`src/rtl/dp_pkg.sv`:
```
// Shared definitions for the data-memory datapath: access sizes, FSM states and
// the byte-lane extension helper.
package dp_pkg;

    localparam logic SZ_BYTE = 1'b0;
    localparam logic SZ_WORD = 1'b1;

    // Widest word lane_extend can produce; callers truncate to their own width.
    localparam int unsigned MAX_W = 128;

    typedef enum logic [0:0] {
        ST_CLEAR,
        ST_IDLE
    } state_e;

    function automatic logic [MAX_W-1:0] lane_extend(input logic [7:0]  b,
                                                     input logic        sext,
                                                     input int unsigned width);
        logic [MAX_W-1:0] r;
        r = '0;
        for (int unsigned i = 0; i < MAX_W; i++) begin
            if (i < 8) begin
                r[i] = b[i[2:0]];
            end else if (i < width) begin
                r[i] = sext & b[7];
            end
        end
        return r;
    endfunction

endpackage

```
`src/rtl/datamem_lanes_ram.sv`:
```
// DEPTH x DATA_W storage with per-byte-lane write enables and a registered read port.
module datamem_lanes_ram #(
    parameter int unsigned DATA_W = 16,
    parameter int unsigned DEPTH  = 16,
    localparam int unsigned LANES = DATA_W / 8,
    localparam int unsigned IDX_W = $clog2(DEPTH)
) (
    input  logic              clk_i,
    input  logic              rst_i,
    input  logic [LANES-1:0]  we_i,
    input  logic [IDX_W-1:0]  waddr_i,
    input  logic [DATA_W-1:0] wdata_i,
    input  logic              re_i,
    input  logic [IDX_W-1:0]  raddr_i,
    output logic [DATA_W-1:0] rdata_o
);

    logic [DATA_W-1:0] mem_q [DEPTH];
    logic [DATA_W-1:0] rdata_q;

    // Contents are not reset; the owner zeroes them with a sweep.
    always_ff @(posedge clk_i) begin
        for (int l = 0; l < int'(LANES); l++) begin
            if (we_i[l]) begin
                mem_q[waddr_i][8*l +: 8] <= wdata_i[8*l +: 8];
            end
        end
    end

    always_ff @(posedge clk_i) begin
        if (rst_i) begin
            rdata_q <= '0;
        end else if (re_i) begin
            rdata_q <= mem_q[raddr_i];
        end
    end

    assign rdata_o = rdata_q;

endmodule

```
`src/rtl/datamem_lanes.sv`:
```
// Byte-addressable data memory: byte/word loads and stores, byte-load extension,
// misaligned-word rejection and a zeroing sweep after reset or on clr.
module datamem_lanes
    import dp_pkg::*;
#(
    parameter int unsigned DATA_W = 16,
    parameter int unsigned DEPTH  = 16,
    parameter int unsigned ADDR_W = 16
) (
    input  logic              clk_i,
    input  logic              rst_i,
    input  logic              clr_i,
    input  logic              req_i,
    input  logic              we_i,
    input  logic              size_i,
    input  logic              sext_i,
    input  logic [ADDR_W-1:0] addr_i,
    input  logic [DATA_W-1:0] wdata_i,
    output logic              ready_o,
    output logic [DATA_W-1:0] rdata_o,
    output logic              rvalid_o,
    output logic              misalign_o
);

    localparam int unsigned LANES = DATA_W / 8;
    localparam int unsigned OFF_W = $clog2(LANES);
    localparam int unsigned IDX_W = $clog2(DEPTH);

    state_e             state_q;
    logic [IDX_W-1:0]   cnt_q;
    logic               rvalid_q;
    logic               misalign_q;
    logic [OFF_W-1:0]   ld_lane_q;
    logic               ld_word_q;
    logic               ld_sext_q;
    logic               ld_zero_q;

    logic [OFF_W-1:0]   lane;
    logic [IDX_W-1:0]   idx;
    logic               is_word;
    logic               mis;
    logic               accept;
    logic               st_ok;
    logic               ld;

    logic [LANES-1:0]   ram_we;
    logic [IDX_W-1:0]   ram_waddr;
    logic [DATA_W-1:0]  ram_wdata;
    logic [DATA_W-1:0]  ram_rdata;

    logic [7:0]         ld_byte;
    logic [DATA_W-1:0]  ld_ext;
    logic               unused_addr;

    assign lane    = addr_i[OFF_W-1:0];
    assign idx     = addr_i[OFF_W +: IDX_W];
    assign is_word = (size_i == SZ_WORD);
    assign mis     = is_word && (lane != '0);
    // clr wins over a same-cycle request, which is simply dropped.
    assign accept  = req_i && (state_q == ST_IDLE) && !clr_i;
    assign st_ok   = accept && we_i && !mis;
    assign ld      = accept && !we_i;

    // Upper address bits wrap the access modulo DEPTH.
    assign unused_addr = ^addr_i[ADDR_W-1:OFF_W+IDX_W];

    always_comb begin
        ram_we    = '0;
        ram_waddr = idx;
        ram_wdata = is_word ? wdata_i : {LANES{wdata_i[7:0]}};
        if (state_q == ST_CLEAR) begin
            ram_we    = '1;
            ram_waddr = cnt_q;
            ram_wdata = '0;
        end else if (st_ok) begin
            ram_we = is_word ? '1 : ({{(LANES-1){1'b0}}, 1'b1} << lane);
        end
    end

    datamem_lanes_ram #(
        .DATA_W (DATA_W),
        .DEPTH  (DEPTH)
    ) u_ram (
        .clk_i   (clk_i),
        .rst_i   (rst_i),
        .we_i    (ram_we),
        .waddr_i (ram_waddr),
        .wdata_i (ram_wdata),
        .re_i    (ld && !mis),
        .raddr_i (idx),
        .rdata_o (ram_rdata)
    );

    always_ff @(posedge clk_i) begin
        if (rst_i) begin
            state_q    <= ST_CLEAR;
            cnt_q      <= '0;
            rvalid_q   <= 1'b0;
            misalign_q <= 1'b0;
            ld_lane_q  <= '0;
            ld_word_q  <= 1'b0;
            ld_sext_q  <= 1'b0;
            ld_zero_q  <= 1'b0;
        end else begin
            rvalid_q   <= ld;
            misalign_q <= accept && mis;
            // Load attributes only change on an accepted load, so rdata holds between pulses.
            if (ld) begin
                ld_lane_q <= lane;
                ld_word_q <= is_word;
                ld_sext_q <= sext_i;
                ld_zero_q <= mis;
            end
            unique case (state_q)
                ST_CLEAR: begin
                    cnt_q <= cnt_q + 1'b1;
                    if (cnt_q == IDX_W'(DEPTH - 1)) begin
                        state_q <= ST_IDLE;
                    end
                end
                ST_IDLE: begin
                    if (clr_i) begin
                        state_q <= ST_CLEAR;
                        cnt_q   <= '0;
                    end
                end
                default: state_q <= ST_CLEAR;
            endcase
        end
    end

    always_comb begin
        ld_byte = ram_rdata[{ld_lane_q, 3'b000} +: 8];
        ld_ext  = DATA_W'(lane_extend(ld_byte, ld_sext_q, DATA_W));
        if (ld_zero_q) begin
            rdata_o = '0;
        end else if (ld_word_q) begin
            rdata_o = ram_rdata;
        end else begin
            rdata_o = ld_ext;
        end
    end

    assign ready_o    = (state_q == ST_IDLE);
    assign rvalid_o   = rvalid_q;
    assign misalign_o = misalign_q;

endmodule

```
`config.mk`:
```
export PLATFORM = sky130hd
export DESIGN_NAME = datamem_lanes
export DESIGN_NICKNAME = d
export VERILOG_FILES = /design/src/rtl/dp_pkg.sv /design/src/rtl/datamem_lanes_ram.sv /design/src/rtl/datamem_lanes.sv
export SDC_FILE = /design/constraint.sdc
export NUM_CORES = 1
export LEC_CHECK = 0
export BUFFER_PORTS_ARGS = -buffer_cell sky130_fd_sc_hd__clkbuf_2
export CORE_MARGIN = 10
export CORE_UTILIZATION = 63
export CTS_BUF_LIST = sky130_fd_sc_hd__clkbuf_8
export CTS_CLUSTER_DIAMETER = 40
export CTS_CLUSTER_SIZE = 25
export DETAILED_ROUTE_END_ITERATION = 8
export PLACE_DENSITY = 0.87
export RECOVER_POWER = 100
export SYNTH_ARGS = -nofsm -noshare
export SYNTH_HDL_FRONTEND = slang
export SYNTH_SLANG_ARGS = --single-unit
```
`constraint.sdc`:
```
create_clock -name clk_i -period 2.2 [get_ports clk_i]
set_input_delay 0.33 -clock clk_i [delete_from_list [all_inputs] [get_ports clk_i]]
set_output_delay 0.33 -clock clk_i [all_outputs]
set_load 0.01 [all_outputs]
```
==> results of run 1 <==
kinds of logic (layout without fill, tap and decap cells):
kind of cell / count (synthesis) / in the layout / share of synthesized area
buffers and inverters: 52 / 164 / 0.0197
DFF: 283 / 283 / 0.725
muxes: 108 / 108 / 0.168
other: 0 / 1 / 0
AOI/OAI and AO/OA: 56 / 56 / 0.0360
adders and majority gates: 1 / 1 / 0.00110
and+or+nand+nor: 123 / 123 / 0.0494
xor gates and xnor gates: 1 / 1 / 0.000772
worst min-delay path by stage:
| stage | endpoint | slack (ns) | cells past startpoint |
|---|---|---|---|
| floorplan | rvalid_o | 0.41 | 1 |
| global placement | ld_sext_q | 0.48 | 2 |
| detailed placement | u_ram.rdata_o[10] | 0.49 | 1 |
| CTS | ld_sext_q | 0.05 | 3 |
| global route | rvalid_o | 0.09 | 3 |
| finish | ld_sext_q | 0.07 | 3 |
timing repair:
| item | 4_1_cts | 5_1_grt |
|---|---|---|
| buffers inserted | 0 | 2 |
| endpoints found under the setup margin | 16 | 39 |
| hold buffers | 1 | 0 |
| resized for setup | 6 | 9 |
| hold endpoints to repair | 1 | 0 |
| pin swaps | 0 | 1 |
per-stage QoR:
stage | area [sq um] | std cells | TNS [ns] | utilization
floorplan | 11300 | 624 | 0 | -
global placement | 12200 | 908 | 0 | 0.681
detailed placement | 12200 | 908 | -1.15 | 0.681
CTS | 12800 | 963 | 0 | 0.720
global route | 12800 | 966 | -0.0296 | 0.715
finish | 12800 | 966 | 0 | 0.715
registers in the layout, summed over array words and instances, names as in the netlist:
name           flops
u_ram.mem_q      256
ld_sext_q          1
cnt_q              4
ready_o            1
ld_lane_q          1
ld_word_q          1
rvalid_o           1
u_ram.rdata_o     16
ld_zero_q          1
misalign_o         1
layer usage:
layer,routed length [microns],share of wire
met2,11800,0.49
met4,654,0.027
met1,9510,0.39
met5,0,0
met3,2300,0.095
critical path, stage by stage, from the launching register on:
cell and delay, ns:
dfxtp_1 0.46, buf_12 0.24, nor2b_1 1.03
layout by cell type (no fill, tap or decap), drive strengths merged, types with 2 or more instances in the layout:
master and n:
a21oi 21, a221o 16, and2 8, buf 20, bufinv 3, clkbuf 104, clkinv 9, dfxtp 27
edfxtp 256, inv 26, mux2 17, mux2i 27, mux4 64, nand2 10, nand2b 6, nand3b 3
nor2 77, nor2b 9, nor3 3, nor3b 2, o21ai 6, o32a 5, o32ai 4
power by group through the flow:
stage               Clock, W  Combinational [W]  Sequential, W
finish               0.00364           0.000538        0.00592
global route         0.00389           0.000574        0.00593
CTS                  0.00369           0.000550        0.00592
detailed placement         0           0.000545        0.00605
global placement           0           0.000525        0.00603
floorplan                  0           0.000364        0.00602
cells in the mapped netlist (all sizes together):
| library cell | number |
|---|---|
| o21a | 1 |
| dfxtp | 27 |
| nor3 | 3 |
| and2 | 8 |
| ha | 1 |
| nand2 | 10 |
| nand2b | 6 |
| nand4 | 1 |
| inv | 14 |
| mux2 | 17 |
| xnor2 | 1 |
| a221o | 16 |
| a31oi | 1 |
| o21ai | 6 |
| and3 | 1 |
| mux2i | 27 |
| nor2 | 77 |
| o22ai | 1 |
| o32a | 5 |
| nand4b | 1 |
| nor3b | 2 |
| nand3b | 3 |
| nor2b | 9 |
| buf | 17 |
| or2 | 1 |
| mux4 | 64 |
| o32ai | 4 |
| clkbuf | 21 |
| a211oi | 1 |
| edfxtp | 256 |
| nor4bb | 1 |
| a21oi | 21 |
area by class of cell:
class / count / area [sq um]
repair buffers: 96 / 612
clock buffers: 29 / 399
multi-input cells: 289 / 2920
fillers: 976 / 5080
flip-flops and latches: 283 / 8230
clock inverters: 25 / 263
inverters: 14 / 52.6
well taps: 229 / 287
diodes: 1 / 2.50
==> results_dict.tcl, run 1 <==
set metrics [dict create \
    pwr-share-comb 0.053 \
    grt_antenna_before_repair 1 \
    post-synth-top-area-fraction 0.678 \
    weighted_congestion_reported_at_the_end_of_routability_driven_placement 0.909 \
    crit_type "register to register" \
    total_wire_length_after_detailed_routing_mm 24.3 \
    vdd_ir_drop_max_uv 532 \
    initial_utilization 0.636 \
    grt_pass1_vias 6339 \
    clock_latency_ns 0.57 \
    post_synth_inst_count 624 \
    yosys_warnings 0 \
    maxCapViolations 0 \
    grt_start_max_net_pins 45 \
    cp.required_ns 2.38 \
    cts_htree_levels 1 \
    cts_tree "built" \
    grt_use_met3 0.0397 \
    finalCritPeriodShare 0.969 \
    setup_slack_ns 0.0681 \
    synth_seq_area_share 0.725 \
    setup.worst_path.end "u_ram.mem_q[4][11]" \
    i_o_pin_total 58 \
    ctsLongestPathBuffers 3 \
    finalClockSkew_ns 0.0189 \
    grt_first_pass_wirelength_mm 37.2 \
    layout_min_cycle_time_ns 2.13 \
    area_growth_from_synthesis_to_layout_pct 12.5 \
    critical_path_peak_fanout 44 \
    die_w_microns 154 \
    hold_viol_final 0 \
    tightestPinTransition_ns 1.30 \
    detailroute.via_count 6194 \
    grt_most_used_layer "met2" \
    setup.worst_path.start "ready_o" \
    slew_violations 0 \
    sw_frac_of_total 0.223 \
    use_met1 0.277 \
    std_cell_rows 49 \
    worstPathArrival_ns 2.31 \
    reg2reg_to "u_ram.mem_q[4][11]" \
    power_w 0.0101 \
    cts.sink_count 283 \
    pre_cts_slack_ns -0.0397 \
    startpoint_type "register" \
    setup.worst_path.end_class "register" \
    first_iter_violations 696 \
    ys_ff_latch 283 \
    io_buffer_count 46 \
    clkTransAtPathRegs_ns 0.09 \
    globalRoute.totalOverflow 0 \
    max_freq_mhz 469 \
    hold_path.startpoint "sext_i" \
    power_density_nw_per_um2 792 \
    viasPerCell 6.41 \
    post_synth_instance_area_sq_um 11300 \
    clock_network_fraction_of_design_power 0.360 \
    count_of_unresolved_drc_violations_after_routing 0 \
    detail_route.wl_per_cell_microns 25.1 \
    reg2reg_depth 2 \
    grt.total_usage 0.201 \
    die_height_microns 154 \
    numCtsBuffers 29 \
    p_int_w 0.00785 \
    whs_ns 0.0694 \
    hold_class "input port to register" \
    final_net_count 753 \
    netSwitchingPower_w 0.00226 \
    rrSetupSlack_ns 0.07 \
    finalSetupViolations 0 \
    synth.avg_cell_area_sq_um 18.2 \
    cts_root_buf "clkbuf_8" \
    power.leakage_nw 4.25 \
    synth_area_leader_cell "edfxtp_1" \
    rr_startpoint "ready_o" \
    synth_area_leaders "edfxtp_1 (68%), mux4_2 (13%), dfxtp_1 (4.8%)" \
    fp.coreArea_sq_um 17800 \
    post_route_cells_drive_above_1_share 0.306 \
    drtAntennaViolNets 0 \
    netlist-cell-type-count 35 \
    die-area_sq_um 23800 \
    p_seq_frac 0.586 \
    relative_slew_slack 0.129 \
    status "finished clean" \
    drt_pre_antenna_iters 5 \
    use_met2 0.318 \
    dp.final_hpwl_mm 16.2 \
    synth.net_count 664 \
]
(Power assumes the default switching activity.)
==> run 2, diff against run 1 <==
--- a/config.mk
+++ b/config.mk
@@ -7,12 +7,12 @@
 export LEC_CHECK = 0
 export BUFFER_PORTS_ARGS = -buffer_cell sky130_fd_sc_hd__clkbuf_2
 export CORE_MARGIN = 10
-export CORE_UTILIZATION = 63
+export CORE_UTILIZATION = 60
 export CTS_BUF_LIST = sky130_fd_sc_hd__clkbuf_8
 export CTS_CLUSTER_DIAMETER = 40
 export CTS_CLUSTER_SIZE = 25
 export DETAILED_ROUTE_END_ITERATION = 8
-export PLACE_DENSITY = 0.87
+export PLACE_DENSITY = 0.83
 export RECOVER_POWER = 100
 export SYNTH_ARGS = -nofsm -noshare
 export SYNTH_HDL_FRONTEND = slang
==> results_dict.tcl, run 2 (synthesized netlist as in run 1, its figures left out) <==
set metrics [dict create \
    die_w_microns 158 \
    p_int_w 0.00803 \
    hold_viol_final 0 \
    finalSetupViolations 0 \
    mostFrequentLayoutCell "edfxtp_1" \
    post_route_cells_drive_above_1_share 0.288 \
    clock_latency_ns 0.59 \
    status "finished clean" \
    pwr-share-comb 0.051 \
    worst_path_buffer_plus_inverter_count 3 \
    maxCapViolations 0 \
    cts_root_buf "clkbuf_8" \
    clkTransAtPathRegs_ns 0.09 \
    detailed_place.area_sq_um 12200 \
    dp.final_hpwl_mm 15.5 \
    cts_htree_levels 1 \
    setup-tns-final_ns 0 \
    die_height_microns 158 \
    startpoint_type "register" \
    worstPathArrival_ns 2.31 \
    layout_common_cells "edfxtp_1 (256), nor2_1 (77), mux4_2 (64)" \
    pre_cts_slack_ns -0.0801 \
    cts.sink_count 283 \
    largest_register_ffs 256 \
    tightestPinTransition_ns 1.36 \
    initial_utilization 0.609 \
    viasPerCell 6.23 \
    vdd_ir_drop_max_uv 476 \
    num-fill-cells 1144 \
    count_of_unresolved_drc_violations_after_routing 0 \
    rrSetupSlack_ns 0.11 \
    drtAntennaViolNets 0 \
    fp.coreArea_sq_um 18600 \
    std_cell_rows 50 \
    crit_path_frequent_cell "clkbuf_1" \
    design_area_sq_um 12800 \
    grt.total_usage 0.190 \
    crit_path_cell_trace "buf_4 > clkbuf_1 > o32a_1 > nor2_1 > clkbuf_1" \
    weighted_congestion_reported_at_the_end_of_routability_driven_placement 0.884 \
    clock_network_fraction_of_design_power 0.370 \
    area_growth_from_synthesis_to_layout_pct 12.7 \
    grt_first_pass_wirelength_mm 35.8 \
    setup.worst_path.end_class "register" \
    cp.required_ns 2.42 \
    final_net_count 755 \
    largest-register "u_ram.mem_q" \
    netSwitchingPower_w 0.00220 \
    critical-path-top-delay-family "buffers and inverters" \
    cts_tree "built" \
    rr_startpoint "ready_o" \
    numCtsBuffers 28 \
    slowest_delay_ns 0.43 \
    hold_path.startpoint "we_i" \
    ctsLongestPathBuffers 3 \
    critical_path_peak_fanout 18 \
    hold_class "input port to register" \
    crit_type "register to register" \
    p_seq_frac 0.579 \
    io_buffer_count 46 \
    globalRoute.totalOverflow 0 \
    i_o_pin_total 58 \
    detail_route.wl_per_cell_microns 23.5 \
    total_wire_length_after_detailed_routing_mm 22.9 \
    die-area_sq_um 24800 \
    relative_slew_slack 0.0893 \
    first_iter_violations 599 \
    reg2reg_depth 5 \
    power_density_nw_per_um2 800 \
    setup_slack_ns 0.110 \
    detailroute.via_count 6066 \
    finalClockSkew_ns 0.0340 \
    max_freq_mhz 479 \
    grt_start_max_net_pins 51 \
    sw_frac_of_total 0.215 \
    layout_min_cycle_time_ns 2.09 \
    worstSetupPathDepth 5 \
    power.leakage_nw 4.21 \
    drt_pre_antenna_iters 5 \
    finalCritPeriodShare 0.950 \
    critPathSlowestCell "o32a_1" \
    reg2reg_to "u_ram.mem_q[5][14]" \
    min_delay_worst_endpoint "rvalid_o" \
    hold_path_depth 2 \
    grt_antenna_before_repair 2 \
    grt_pass1_vias 6218 \
    slew_violations 0 \
]
run 2: worst reg2reg max path: stages, from the launching register on:
cell      delay [ns]
dfxtp_1         0.33
buf_4           0.18
clkbuf_1        0.23
o32a_1          0.43
nor2_1          0.14
clkbuf_1        0.42
run 2: worst max path at each step:
stage | slack (ns) | start | to
after CTS | -0.01 | ld_lane_q | rdata_o[13]
after floorplan | 0.17 | addr_i[3] | u_ram.mem_q[12][10]
after detailed placement | -0.08 | size_i | u_ram.mem_q[12][9]
after global placement | 0.08 | addr_i[1] | u_ram.rdata_o[6]
final | 0.11 | ready_o | u_ram.mem_q[5][14]
after global routing | -0.01 | ld_lane_q | rdata_o[10]
run 2: area by class of cell:
class / count / area, sq um / share of cell area
flip-flops and latches: 283 / 8240 / 0.644
multi-input cells: 289 / 2920 / 0.228
repair buffers: 99 / 583 / 0.0456
clock buffers: 28 / 385 / 0.0301
clock inverters: 24 / 315 / 0.0247
well taps: 234 / 293 / 0.0229
inverters: 14 / 52.6 / 0.00411
diodes: 2 / 5.00 / 0.000391
run 2: stage by stage:
step                total power [W]  hold slack, ns  instances   util
floorplan                   0.00639           0.415        624      -
global placement            0.00655           0.478        917  0.652
detailed placement          0.00658           0.478        917  0.652
CTS                          0.0103          0.0323        970  0.690
global route                 0.0106          0.0346        973  0.686
finish                       0.0102          0.0577        973  0.686
run 2: timing repair:
action / 4_1_cts / 5_1_grt
buffers inserted: 0 / 1
hold buffers: 1 / 0
setup endpoints to repair: 9 / 32
endpoints found under the hold margin: 1 / 0
resized for setup: 1 / 10
run 2: power groups by stage:
stage | combinational, W | sequential [W] | clock, W
4_1_cts | 0.000538 | 0.00592 | 0.00384
3_3_place_gp | 0.000518 | 0.00603 | 0
2_1_floorplan | 0.000364 | 0.00602 | 0
6_report | 0.000524 | 0.00592 | 0.00379
3_5_place_dp | 0.000533 | 0.00604 | 0
5_1_grt | 0.000560 | 0.00593 | 0.00408
run 2: metal layers:
layer / wire [microns] / track usage
met5: 0 / 0
met4: 472 / 0.0552
met2: 11000 / 0.304
met1: 9470 / 0.260
met3: 1970 / 0.0379
